## src/rtl/mem_stage_lsu_pkg.sv

```systemverilog
// rtl/mem_stage_lsu_pkg.sv - shared state encoding, ld_type codes and bus widths for the memory stage
package mem_stage_lsu_pkg;

  typedef enum logic [1:0] {
    MS_EMPTY = 2'd0,
    MS_WAIT  = 2'd1,
    MS_DONE  = 2'd2
  } ms_state_e;

  typedef enum logic [2:0] {
    LD_LB  = 3'd0,
    LD_LBU = 3'd1,
    LD_LH  = 3'd2,
    LD_LHU = 3'd3,
    LD_LW  = 3'd4,
    LD_LWU = 3'd5,
    LD_LD  = 3'd6
  } ld_type_e;

  localparam int LD_TYPE_W = 3;

  // {pc, mem_req, load_op, ld_type, rf_we, rf_addr, alu_result}
  function automatic int es_to_ms_bus_wd(input int pc_w, input int rf_aw, input int data_w);
    return pc_w + 3 + LD_TYPE_W + rf_aw + data_w;
  endfunction

  // {pc, rf_we, rf_addr, rf_wdata}
  function automatic int ms_to_ws_bus_wd(input int pc_w, input int rf_aw, input int data_w);
    return pc_w + 1 + rf_aw + data_w;
  endfunction

endpackage

```

## src/rtl/mem_stage_lsu_load_align.sv

```systemverilog
// rtl/mem_stage_lsu_load_align.sv - load lane select and sign/zero extension
module mem_stage_lsu_load_align
  import mem_stage_lsu_pkg::*;
#(
  parameter int DATA_W = 32
) (
  input  logic [LD_TYPE_W-1:0]         ld_type,
  input  logic [$clog2(DATA_W/8)-1:0]  off,
  input  logic [DATA_W-1:0]            rdata,
  output logic [DATA_W-1:0]            data_o
);

  // Keep the low n bits of v and extend them to DATA_W; shifting up and back down avoids
  // zero-width replications when n == DATA_W.
  function automatic logic [DATA_W-1:0] extend(input logic [DATA_W-1:0] v, input int n,
                                               input logic sgn);
    logic        [DATA_W-1:0] top;
    logic signed [DATA_W-1:0] stop;
    top  = v << (DATA_W - n);
    stop = top;
    if (sgn) extend = stop >>> (DATA_W - n);
    else     extend = top >> (DATA_W - n);
  endfunction

  logic [DATA_W-1:0] lane;

  always_comb begin
    lane = rdata >> {off, 3'b000};
    case (ld_type)
      LD_LB:   data_o = extend(lane, 8, 1'b1);
      LD_LBU:  data_o = extend(lane, 8, 1'b0);
      LD_LH:   data_o = extend(lane, 16, 1'b1);
      LD_LHU:  data_o = extend(lane, 16, 1'b0);
      LD_LW:   data_o = extend(lane, 32, 1'b1);
      LD_LWU:  data_o = extend(lane, 32, 1'b0);
      default: data_o = lane;
    endcase
  end

endmodule

```

## src/rtl/mem_stage_lsu.sv

```systemverilog
// rtl/mem_stage_lsu.sv - in-order memory stage: holds one entry, waits for data_ok, drops flushed responses
module mem_stage_lsu
  import mem_stage_lsu_pkg::*;
#(
  parameter int DATA_W = 32,
  parameter int PC_W   = 32,
  parameter int RF_AW  = 5,
  parameter int DROP_W = 2
) (
  input  logic                                          clk,
  input  logic                                          reset,
  input  logic                                          flush,
  input  logic                                          ws_allowin,
  output logic                                          ms_allowin,
  input  logic                                          es_to_ms_valid,
  input  logic [es_to_ms_bus_wd(PC_W, RF_AW, DATA_W)-1:0] es_to_ms_bus,
  output logic                                          ms_to_ws_valid,
  output logic [ms_to_ws_bus_wd(PC_W, RF_AW, DATA_W)-1:0] ms_to_ws_bus,
  input  logic                                          data_data_ok,
  input  logic [DATA_W-1:0]                             data_rdata,
  output logic                                          ms_fwd_we,
  output logic [RF_AW-1:0]                              ms_fwd_addr,
  output logic                                          ms_fwd_block
);

  localparam int ES_WD    = es_to_ms_bus_wd(PC_W, RF_AW, DATA_W);
  localparam int OFF_W    = $clog2(DATA_W/8);
  localparam int RFA_LSB  = DATA_W;
  localparam int RFWE_BIT = RFA_LSB + RF_AW;
  localparam int LDT_LSB  = RFWE_BIT + 1;
  localparam int LOAD_BIT = LDT_LSB + LD_TYPE_W;
  localparam int MREQ_BIT = LOAD_BIT + 1;
  localparam int PC_LSB   = MREQ_BIT + 1;
  localparam logic [DROP_W-1:0] DROP_MAX = '1;

  ms_state_e         state_q, state_d;
  logic [ES_WD-1:0]  bus_q, bus_d;
  logic [DATA_W-1:0] rdata_buf_q, rdata_buf_d;
  logic [DROP_W-1:0] drop_cnt_q, drop_cnt_d;

  logic [PC_W-1:0]      ms_pc;
  logic                 ms_mem_req, ms_load_op, ms_rf_we;
  logic [LD_TYPE_W-1:0] ms_ld_type;
  logic [RF_AW-1:0]     ms_rf_addr;
  logic [DATA_W-1:0]    ms_alu_result;

  assign ms_alu_result = bus_q[DATA_W-1:0];
  assign ms_rf_addr    = bus_q[RFA_LSB +: RF_AW];
  assign ms_rf_we      = bus_q[RFWE_BIT];
  assign ms_ld_type    = bus_q[LDT_LSB +: LD_TYPE_W];
  assign ms_load_op    = bus_q[LOAD_BIT];
  assign ms_mem_req    = bus_q[MREQ_BIT];
  assign ms_pc         = bus_q[PC_LSB +: PC_W];

  logic ms_valid, in_wait, drop_pending, resp_own, ms_ready_go;
  logic es_accept, ws_handoff, drop_inc, drop_dec;
  logic [DATA_W-1:0] load_raw, load_data, rf_wdata;

  assign ms_valid     = (state_q != MS_EMPTY);
  assign in_wait      = (state_q == MS_WAIT);
  assign drop_pending = (drop_cnt_q != '0);
  // A response belongs to the held entry only when no flushed responses are still ahead of it.
  assign resp_own     = data_data_ok & ~drop_pending;
  assign ms_ready_go  = (state_q == MS_DONE) | (in_wait & resp_own);

  assign ms_allowin     = ~ms_valid | (ms_ready_go & ws_allowin);
  assign ms_to_ws_valid = ms_valid & ms_ready_go & ~flush;
  assign es_accept      = es_to_ms_valid & ms_allowin & ~flush;
  assign ws_handoff     = ms_to_ws_valid & ws_allowin;

  assign drop_dec = data_data_ok & drop_pending;
  assign drop_inc = flush & in_wait & ~resp_own;

  always_comb begin
    state_d     = state_q;
    bus_d       = bus_q;
    rdata_buf_d = rdata_buf_q;
    drop_cnt_d  = drop_cnt_q;

    if (in_wait && resp_own) rdata_buf_d = data_rdata;

    if (flush) begin
      state_d = MS_EMPTY;
    end else if (es_accept) begin
      bus_d   = es_to_ms_bus;
      state_d = es_to_ms_bus[MREQ_BIT] ? MS_WAIT : MS_DONE;
    end else if (ws_handoff) begin
      state_d = MS_EMPTY;
    end else if (in_wait && resp_own) begin
      state_d = MS_DONE;
    end

    if (drop_inc && !drop_dec)      drop_cnt_d = drop_cnt_q + 1'b1;
    else if (drop_dec && !drop_inc) drop_cnt_d = drop_cnt_q - 1'b1;
  end

  always_ff @(posedge clk) begin
    if (reset) begin
      state_q     <= MS_EMPTY;
      bus_q       <= '0;
      rdata_buf_q <= '0;
      drop_cnt_q  <= '0;
    end else begin
      state_q     <= state_d;
      bus_q       <= bus_d;
      rdata_buf_q <= rdata_buf_d;
      drop_cnt_q  <= drop_cnt_d;
    end
  end

  // In WAIT the response is used live; once buffered (DONE) the stored copy is used.
  assign load_raw = in_wait ? data_rdata : rdata_buf_q;

  mem_stage_lsu_load_align #(
    .DATA_W (DATA_W)
  ) u_load_align (
    .ld_type (ms_ld_type),
    .off     (ms_alu_result[OFF_W-1:0]),
    .rdata   (load_raw),
    .data_o  (load_data)
  );

  assign rf_wdata     = (ms_mem_req & ms_load_op) ? load_data : ms_alu_result;
  assign ms_to_ws_bus = {ms_pc, ms_rf_we, ms_rf_addr, rf_wdata};

  assign ms_fwd_we    = ms_valid & ms_rf_we;
  assign ms_fwd_addr  = ms_rf_addr;
  assign ms_fwd_block = in_wait & ms_load_op & ~resp_own;

  always_ff @(posedge clk) begin
    if (!reset) begin
      assert (!(data_data_ok && !drop_pending && !in_wait));
      assert (!(es_accept && drop_cnt_q == DROP_MAX));
      assert (!(drop_inc && !drop_dec && drop_cnt_q == DROP_MAX));
    end
  end

endmodule

```

## config.mk

```make
export PLATFORM = sky130hd
export DESIGN_NAME = mem_stage_lsu
export DESIGN_NICKNAME = d
export VERILOG_FILES = /design/src/rtl/mem_stage_lsu_pkg.sv /design/src/rtl/mem_stage_lsu_load_align.sv /design/src/rtl/mem_stage_lsu.sv
export SDC_FILE = /design/constraint.sdc
export NUM_CORES = 1
export LEC_CHECK = 0
export CORE_MARGIN = 2
export CORE_UTILIZATION = 32
export DETAILED_ROUTE_END_ITERATION = 12
export SETUP_SLACK_MARGIN = 0.4
export SYNTH_ARGS = -nofsm -noshare
export SYNTH_HDL_FRONTEND = slang
export SYNTH_SLANG_ARGS = --single-unit
```

## constraint.sdc

```tcl
create_clock -name clk -period 4.1 [get_ports clk]
set_clock_uncertainty 0.05 [all_clocks]
set_input_delay 0.82 -clock clk [delete_from_list [all_inputs] [get_ports clk]]
set_output_delay 0.82 -clock clk [all_outputs]
set_load 0.1 [all_outputs]
```

### Word level (Yosys, flattened, before mapping)

Cells that the tools add are included.

| word-level totals | value |
|---|---|
| bits in registers | 111 |
| bits in latches | 0 |
| memory bits (writable) | 0 |
| bits in read-only memories | 0 |
| input port bits | 113 |
| output and inout bits | 79 |
| logic and storage cells | 54 |
| memories kept | 0 |

| operators by class | value |
|---|---|
| add/sub/neg operators | 2 |
| $mul | 0 |
| divide/modulo/power cells | 0 |
| magnitude comparators | 0 |
| equality and inequality tests | 5 |
| shifts and indexed selects | 1 |
| muxes and demuxes | 9 |
| bitwise logic cells | 21 |
| reductions and logical operators | 12 |

Operators with widths:

| cell | count |
|---|---|
| $pmux 32 s4 | 1 |
| $mux 32 | 2 |
| $shr 32x5->32 | 1 |
| $and 1x1->1 | 15 |
| $mux 2 | 6 |
| $eq 3x2->1 const B | 2 |
| $reduce_bool 2->1 | 3 |
| $not 1->1 | 4 |
| $eq 3x1->1 const B | 1 |
| $logic_and 1x1->1 | 3 |
| $logic_not 3->1 | 1 |
| $reduce_bool 3->1 | 1 |
| $add 2x1->2 const B | 1 |
| $eq 2x1->1 const B | 1 |
| $eq 2x2->1 const B | 1 |
| $logic_not 1->1 | 2 |
| $or 1x1->1 | 2 |
| $reduce_and 2->1 | 1 |
| $reduce_or 2->1 | 1 |
| $sub 2x1->2 const B | 1 |

### Longest topological paths before layout

| depth | value |
|---|---|
| depth in word-level cells | 10 |
| depth in mapped cells | 8 |
| depth with buffers taken out | 7 |

### Modules after synthesis

Synthesis repeated with hierarchy kept, for this count alone.

| second synthesis, totals | value |
|---|---|
| cell total of the unflattened synthesis | 808 |
| area, all modules | 6,906.6 um^2 |

By module, submodules not included:

| module | times used | cells an instance | area an instance (um^2) | seq. area each (um^2) |
|---|---|---|---|---|
| mem_stage_lsu | 1 | 690 | 6,027.0 | 2,222.1 |
| mem_stage_lsu_load_align | 1 | 118 | 879.6 | 0.0 |

### Worst setup path before layout

No wires, ideal clock.

| timing | value |
|---|---|
| path type | input to output |
| from | input data_rdata[31] |
| to | output ms_to_ws_bus[7] |
| data arrival time | 3.508 ns |
| required time | 3.230 ns |
| path slack | -0.278 ns |
| cell stages on the path | 4 |
| path buffers | 0 |
| cell sequence | mux2i_1 -> mux2_4 -> mux2_2 -> o21ai_0 |

| between the ends | value |
|---|---|
| word-level cells in the longest chain between the ends | 4 |

Ends and longest elaborated chain:

| item | RTL line | RTL |
|---|---|---|
| start: declaration | mem_stage_lsu.sv:20 | `input logic [DATA_W-1:0] data_rdata,` |
| $mux 32 | mem_stage_lsu.sv:112 | `assign load_raw = in_wait ? data_rdata : rdata_buf_q;` |
| $shr 32x5->32 | mem_stage_lsu_load_align.sv:28 | `lane = rdata >> {off, 3'b000};` |
| $pmux 32 s4 | mem_stage_lsu_load_align.sv:29 | `case (ld_type)` |
| $mux 32 | mem_stage_lsu.sv:123 | `assign rf_wdata = (ms_mem_req & ms_load_op) ? load_data : ms_alu_result;` |
| end: declaration | mem_stage_lsu.sv:18 | `output logic [ms_to_ws_bus_wd(PC_W, RF_AW, DATA_W)-1:0] ms_to_ws_bus,` |

Every way passes these cells.

### Final worst setup path

| timing | value |
|---|---|
| from | input data_rdata[31] |
| to | output ms_to_ws_bus[28] |

The elaborated chain is that of the path after synthesis.

==> flow_metrics.tcl <==
set metrics [dict create \
    clk_latency_ns 0.35 \
    synth_edf_count 0 \
    p_per_area_nw_per_um2 338 \
    cts_buffer_depth 2 \
    status "completed" \
    wl_per_cell_um 16.1 \
    die_x_um 138 \
    synthFlopType "dfxtp_1" \
    crit_type "input pin to primary output" \
    ios 192 \
    worst_pin_slew_ns 1.00 \
    crit_path_top_delay_cell "clkdlybuf4s50_1" \
    drtIter0Drc 282 \
    cp.arrival_ns 2.73 \
    multi_input_area_um2 2910 \
    final_max_slew_viol_count 0 \
    instances_no_fill 1110 \
    synthCells 754 \
    fp.dieH_um 138 \
    drive_above_1_share 0.119 \
    grt_antenna_before_repair 1 \
    cp-end-kind "primary output" \
    antenna_left 0 \
    wirelength_um 17900 \
    clkTransAtPathRegs_ns 0.07 \
    syn_area_um2 5720 \
    cts_hold_buf 0 \
    cp.required_ns 3.23 \
    finalCritPeriodShare 0.878 \
    fillers 1722 \
    cp-start-kind "input pin" \
    dp_cells 1087 \
    viasPerCell 4.83 \
    p_leak_nw 2.79 \
    ys_async_sr_fraction 0 \
    cp_max_fo 16 \
    io_buffers 191 \
    ys_ff_latch 111 \
    antenna_cells 0 \
    dr.pass1.iters 4 \
    overflow 0 \
    vdd_ir_drop_max_mv 0.233 \
    max_freq_mhz 278 \
    relSlewSlack 0.330 \
    cts_root_buf "clkbuf_16" \
    syn_nets 868 \
    avgSynthCellArea_um2 7.58 \
    hold_class "register to register" \
    crit_path_frequent_cell "buf_12" \
    ys_top_cells_by_area "dfxtp_1 39%, nand2_1 15%, a21oi_1 13%" \
    ff2ff_setup_slack_ns 1.95 \
    holdCritStartpoint "bus_q[68]" \
    max_cap_viol_count 0 \
    postLayoutCoreUtil 0.465 \
    setup-violations-final 0 \
    seq_area_frac_synth 0.389 \
    synth.top_cell.area_share 0.389 \
    hold_viol 0 \
    rsz0062_at_grt "no" \
    start_util 0.329 \
    grt_first_pass_wirelength_um 27600 \
    drc 0 \
    yosysTopAreaCell "dfxtp_1" \
    min_period_ns 3.60 \
    synth_warnings 0 \
    dp_hpwl_um 12800 \
    finalNetCount 994 \
    slowest_delay_ns 0.53 \
    cts.sinks 111 \
    grt_max_degree 49 \
    crit_chain "clkdlybuf4s50_1 > mux2i_1 > mux2_4 > o22ai_2 > a31oi_4 > buf_12 > a21oi_1 > buf_12" \
    cts-buffers-inserted 9 \
    rows 48 \
    r2r-start "drop_cnt_q[0]" \
    cts_max_level 3 \
    postLayoutCellArea_um2 8060 \
    seqCellArea_um2 2220 \
    place_area_um2 7690 \
    tns_ns 0 \
    cts_tree "yes" \
    grt_pass1_vias 5108 \
    die_area_um2 18900 \
    area_delta_synth_final_pct 41.1 \
    vias 5361 \
    crit_start "data_rdata[31]" \
    core_area_um2 17400 \
    synth.distinct_cells 36 \
    gp_congestion 0.868 \
    track_usage 0.190 \
]
registers in the layout (all words and copies together) (netlist names):
signal and cells:
bus_q 75, rdata_buf_q 32, drop_cnt_q 2, state_q 2
critical path, delay by kind of cell:
family	cells	cell delay (ns)
compound gates	3	0.60
mux	2	0.39
buf+inv	3	0.92
area by class of cell:
type | instances | share of cell area
Multi-Input combinational cell | 542 | 0.361
Timing Repair Buffer | 213 | 0.291
Sequential cell | 111 | 0.276
Inverter | 3 | 0.00140
Clock inverter | 2 | 0.00171
Tap cell | 225 | 0.0349
Clock buffer | 14 | 0.0340
path summary, 6_finish.rpt:
kind,depth (start not counted),end
hold / removal,2,bus_q[68]
setup / recovery,8,ms_to_ws_bus[28]
hold reg to reg,2,bus_q[68]
setup reg to reg,6,bus_q[1]
routing by layer:
layer / track usage / vias to the layer above / wire length (µm)
met5: 0 / - / 13
met4: 0.0624 / 2 / 350
met3: 0.0659 / 26 / 1580
met2: 0.321 / 164 / 8530
met1: 0.226 / 2471 / 7390
li1: - / 2698 / -
where the power goes:
part           switching (mW)  internal, mW
Clock                   0.401         0.464
Sequential             0.0301          1.12
Combinational           0.451         0.255
logic make-up (layout without fill, tap and decap cells):
| family | Yosys count | after routing | share of synthesized area |
|---|---|---|---|
| AOI/OAI and AO/OA | 178 | 178 | 0.167 |
| xor gates and xnor gates | 2 | 2 | 0.00307 |
| adders and majority gates | 1 | 1 | 0.00219 |
| buffers and inverters | 101 | 232 | 0.113 |
| DFF | 111 | 111 | 0.389 |
| muxes | 55 | 55 | 0.113 |
| and+or+nand+nor | 306 | 306 | 0.213 |
placed cells by master, fill, tap and decap left out, types with 2 or more instances in the layout:
cell / netlist / routed
a21oi_1: 145 / 135
or2_2: 2 / 2
o22ai_2: 2 / 2
mux2i_1: 44 / 44
o21ai_0: 17 / 11
nand2_1: 231 / 231
dfxtp_1: 111 / 111
o21ai_1: 0 / 6
mux4_2: 7 / 7
clkbuf_8: 0 / 3
clkdlybuf4s50_1: 0 / 155
and2_1: 3 / 3
nand2b_1: 6 / 6
inv_1: 2 / 2
buf_4: 51 / 29
nor2_1: 52 / 51
xor2_1: 2 / 2
nor3_1: 2 / 2
clkbuf_1: 26 / 2
o22ai_1: 7 / 7
clkbuf_16: 0 / 9
nor2b_1: 5 / 4
buf_12: 0 / 29
mux2_2: 2 / 2
a21oi_2: 0 / 10
per-stage QoR:
step / setup slack (ns) / power (mW) / hold WS [ns]
after global placement: 0.412 / 1.88 / 0.390
final: 0.501 / 2.72 / 0.402
after global routing: 0.411 / 2.84 / 0.419
after floorplan: 0.125 / 1.64 / 0.386
after detailed placement: 0.382 / 1.88 / 0.396
after CTS: 0.400 / 2.76 / 0.406
synth_stat cells, drive strengths merged (4+ instances only):
| master | instances |
|---|---|
| and2 | 4 |
| clkbuf | 26 |
| mux4 | 7 |
| nand2 | 231 |
| mux2 | 4 |
| nor2 | 52 |
| nand2b | 6 |
| dfxtp | 111 |
| mux2i | 44 |
| o21ai | 17 |
| nor2b | 5 |
| o22ai | 9 |
| buf | 72 |
| a21oi | 145 |
repair_timing:
| action | CTS | global route |
|---|---|---|
| pin swaps | 0 | 1 |
| resized for setup | 2 | 0 |
| setup buffers | 0 | 7 |
| endpoints found under the setup margin | 9 | 18 |
(Power assumes the default switching activity.)
==> RTL edit: new RTL, same settings <==
Reset style: asynchronous (`reset`), changed in one clocked block.
--- a/src/rtl/mem_stage_lsu.sv
+++ b/src/rtl/mem_stage_lsu.sv
@@ -96,3 +96,3 @@
 
-  always_ff @(posedge clk) begin
+  always_ff @(posedge clk or posedge reset) begin
     if (reset) begin
Behaviour: differs if reset is asserted again (counterexample within 4 cycles, from zero or initial values and one cycle with reset high); with reset held inactive, the same outputs for 4 cycles.
==> RTL edit against the original RTL <==
Worst hold slack better by 47 ps. Setup slack worse by 56 ps. Wire length down 5.3%. Sequential share of layout area up 4.4 points. Cell area up 7.7%. Sequential cell count unchanged. Synthesized area up 7.7%.
Power is not compared: it rests on default switching activity, and its combinational part moved more than twofold at a synthesized area within 25%.
==> RTL edit: results (changes against the original RTL) <==
| Metric | Value |
|---|---|
| CTS resizes | 0 (-2) |
| Vias in the first global route | 4607 (-9.8%) |
| Met1 Use GR | 0.2332 (+0.007108) |
| Hold path start | bus_q[4] |
| Critical R2R Capture | bus_q[28] |
| Most used DFF post-synth | dfrtp_1 |
| Dpl hpwl | 12.86 mm (+0.18%) |
| CP Capture Point | ms_to_ws_bus[16] |
| Routed via count | 4360 (-19%) |
| Top sig layer | met4 |
| Vias per cell | 4.904 (+1.5%) |
| Outcome | completed |
| Wire length on met2 | 8.099 mm (-5.0%) |
| Sequential share of the synthesized area | 0.4514 (+0.06261) |
| Average wire per standard cell | 19.02 um (+18%) |
| Syn_nets | 616 (-29%) |
| Met3 Use GR | 0.03152 (-0.03433) |
| Synth area leaders | dfrtp_1, mux2_2, mux2_4 |
| Syn_area_per_cell | 12.26 sq um (+62%) |
| Critical Path Fanout Max | 3 (-13) |
| WP data arrival | 2790 ps (+60 ps) |
| Final hold slack | 449.2 ps (+46.68 ps) |
| Setup ws final | 444.8 ps (-56.04 ps) |
| Worst setup path startpoint | data_rdata[16] |
| Worst Hold Depth | 1 (-1) |
| Met3 wire length | 645 um (-59%) |
| Place WS | 411.7 ps (+30.12 ps) |
| Relative slew slack | 0.3259 (-0.004342) |
[RTL edit: cell types whose count changed after synthesis, moves of 13 or more]
cell / change
nand2_1: -210
mux2i_1: -13
mux2_2: +69
clkbuf_1: -13
mux2_4: +27
a21oi_1: -118
dfxtp_1: -111
dfrtp_1: +111
[RTL edit: logic make-up after synthesis]
| group | count (synthesis) | share of synthesized area |
|---|---|---|
| and+or+nand+nor | 87 | 0.06507 |
| xor gates and xnor gates | 3 | 0.004271 |
| muxes | 156 | 0.3219 |
| buffers and inverters | 77 | 0.08499 |
| AOI/OAI and AO/OA | 67 | 0.07035 |
| adders and majority gates | 1 | 0.002033 |
| DFF | 111 | 0.4514 |
[RTL edit: area by class of cell]
type | count | area [sq um]
Fill cell | 1723 | 10080
Multi-Input combinational cell | 314 | 2957
Sequential cell | 111 | 2778
Timing Repair Buffer | 211 | 2354
Clock buffer | 12 | 246.5
Clock inverter | 4 | 45.04
Tap cell | 234 | 292.8
Inverter | 3 | 15.01
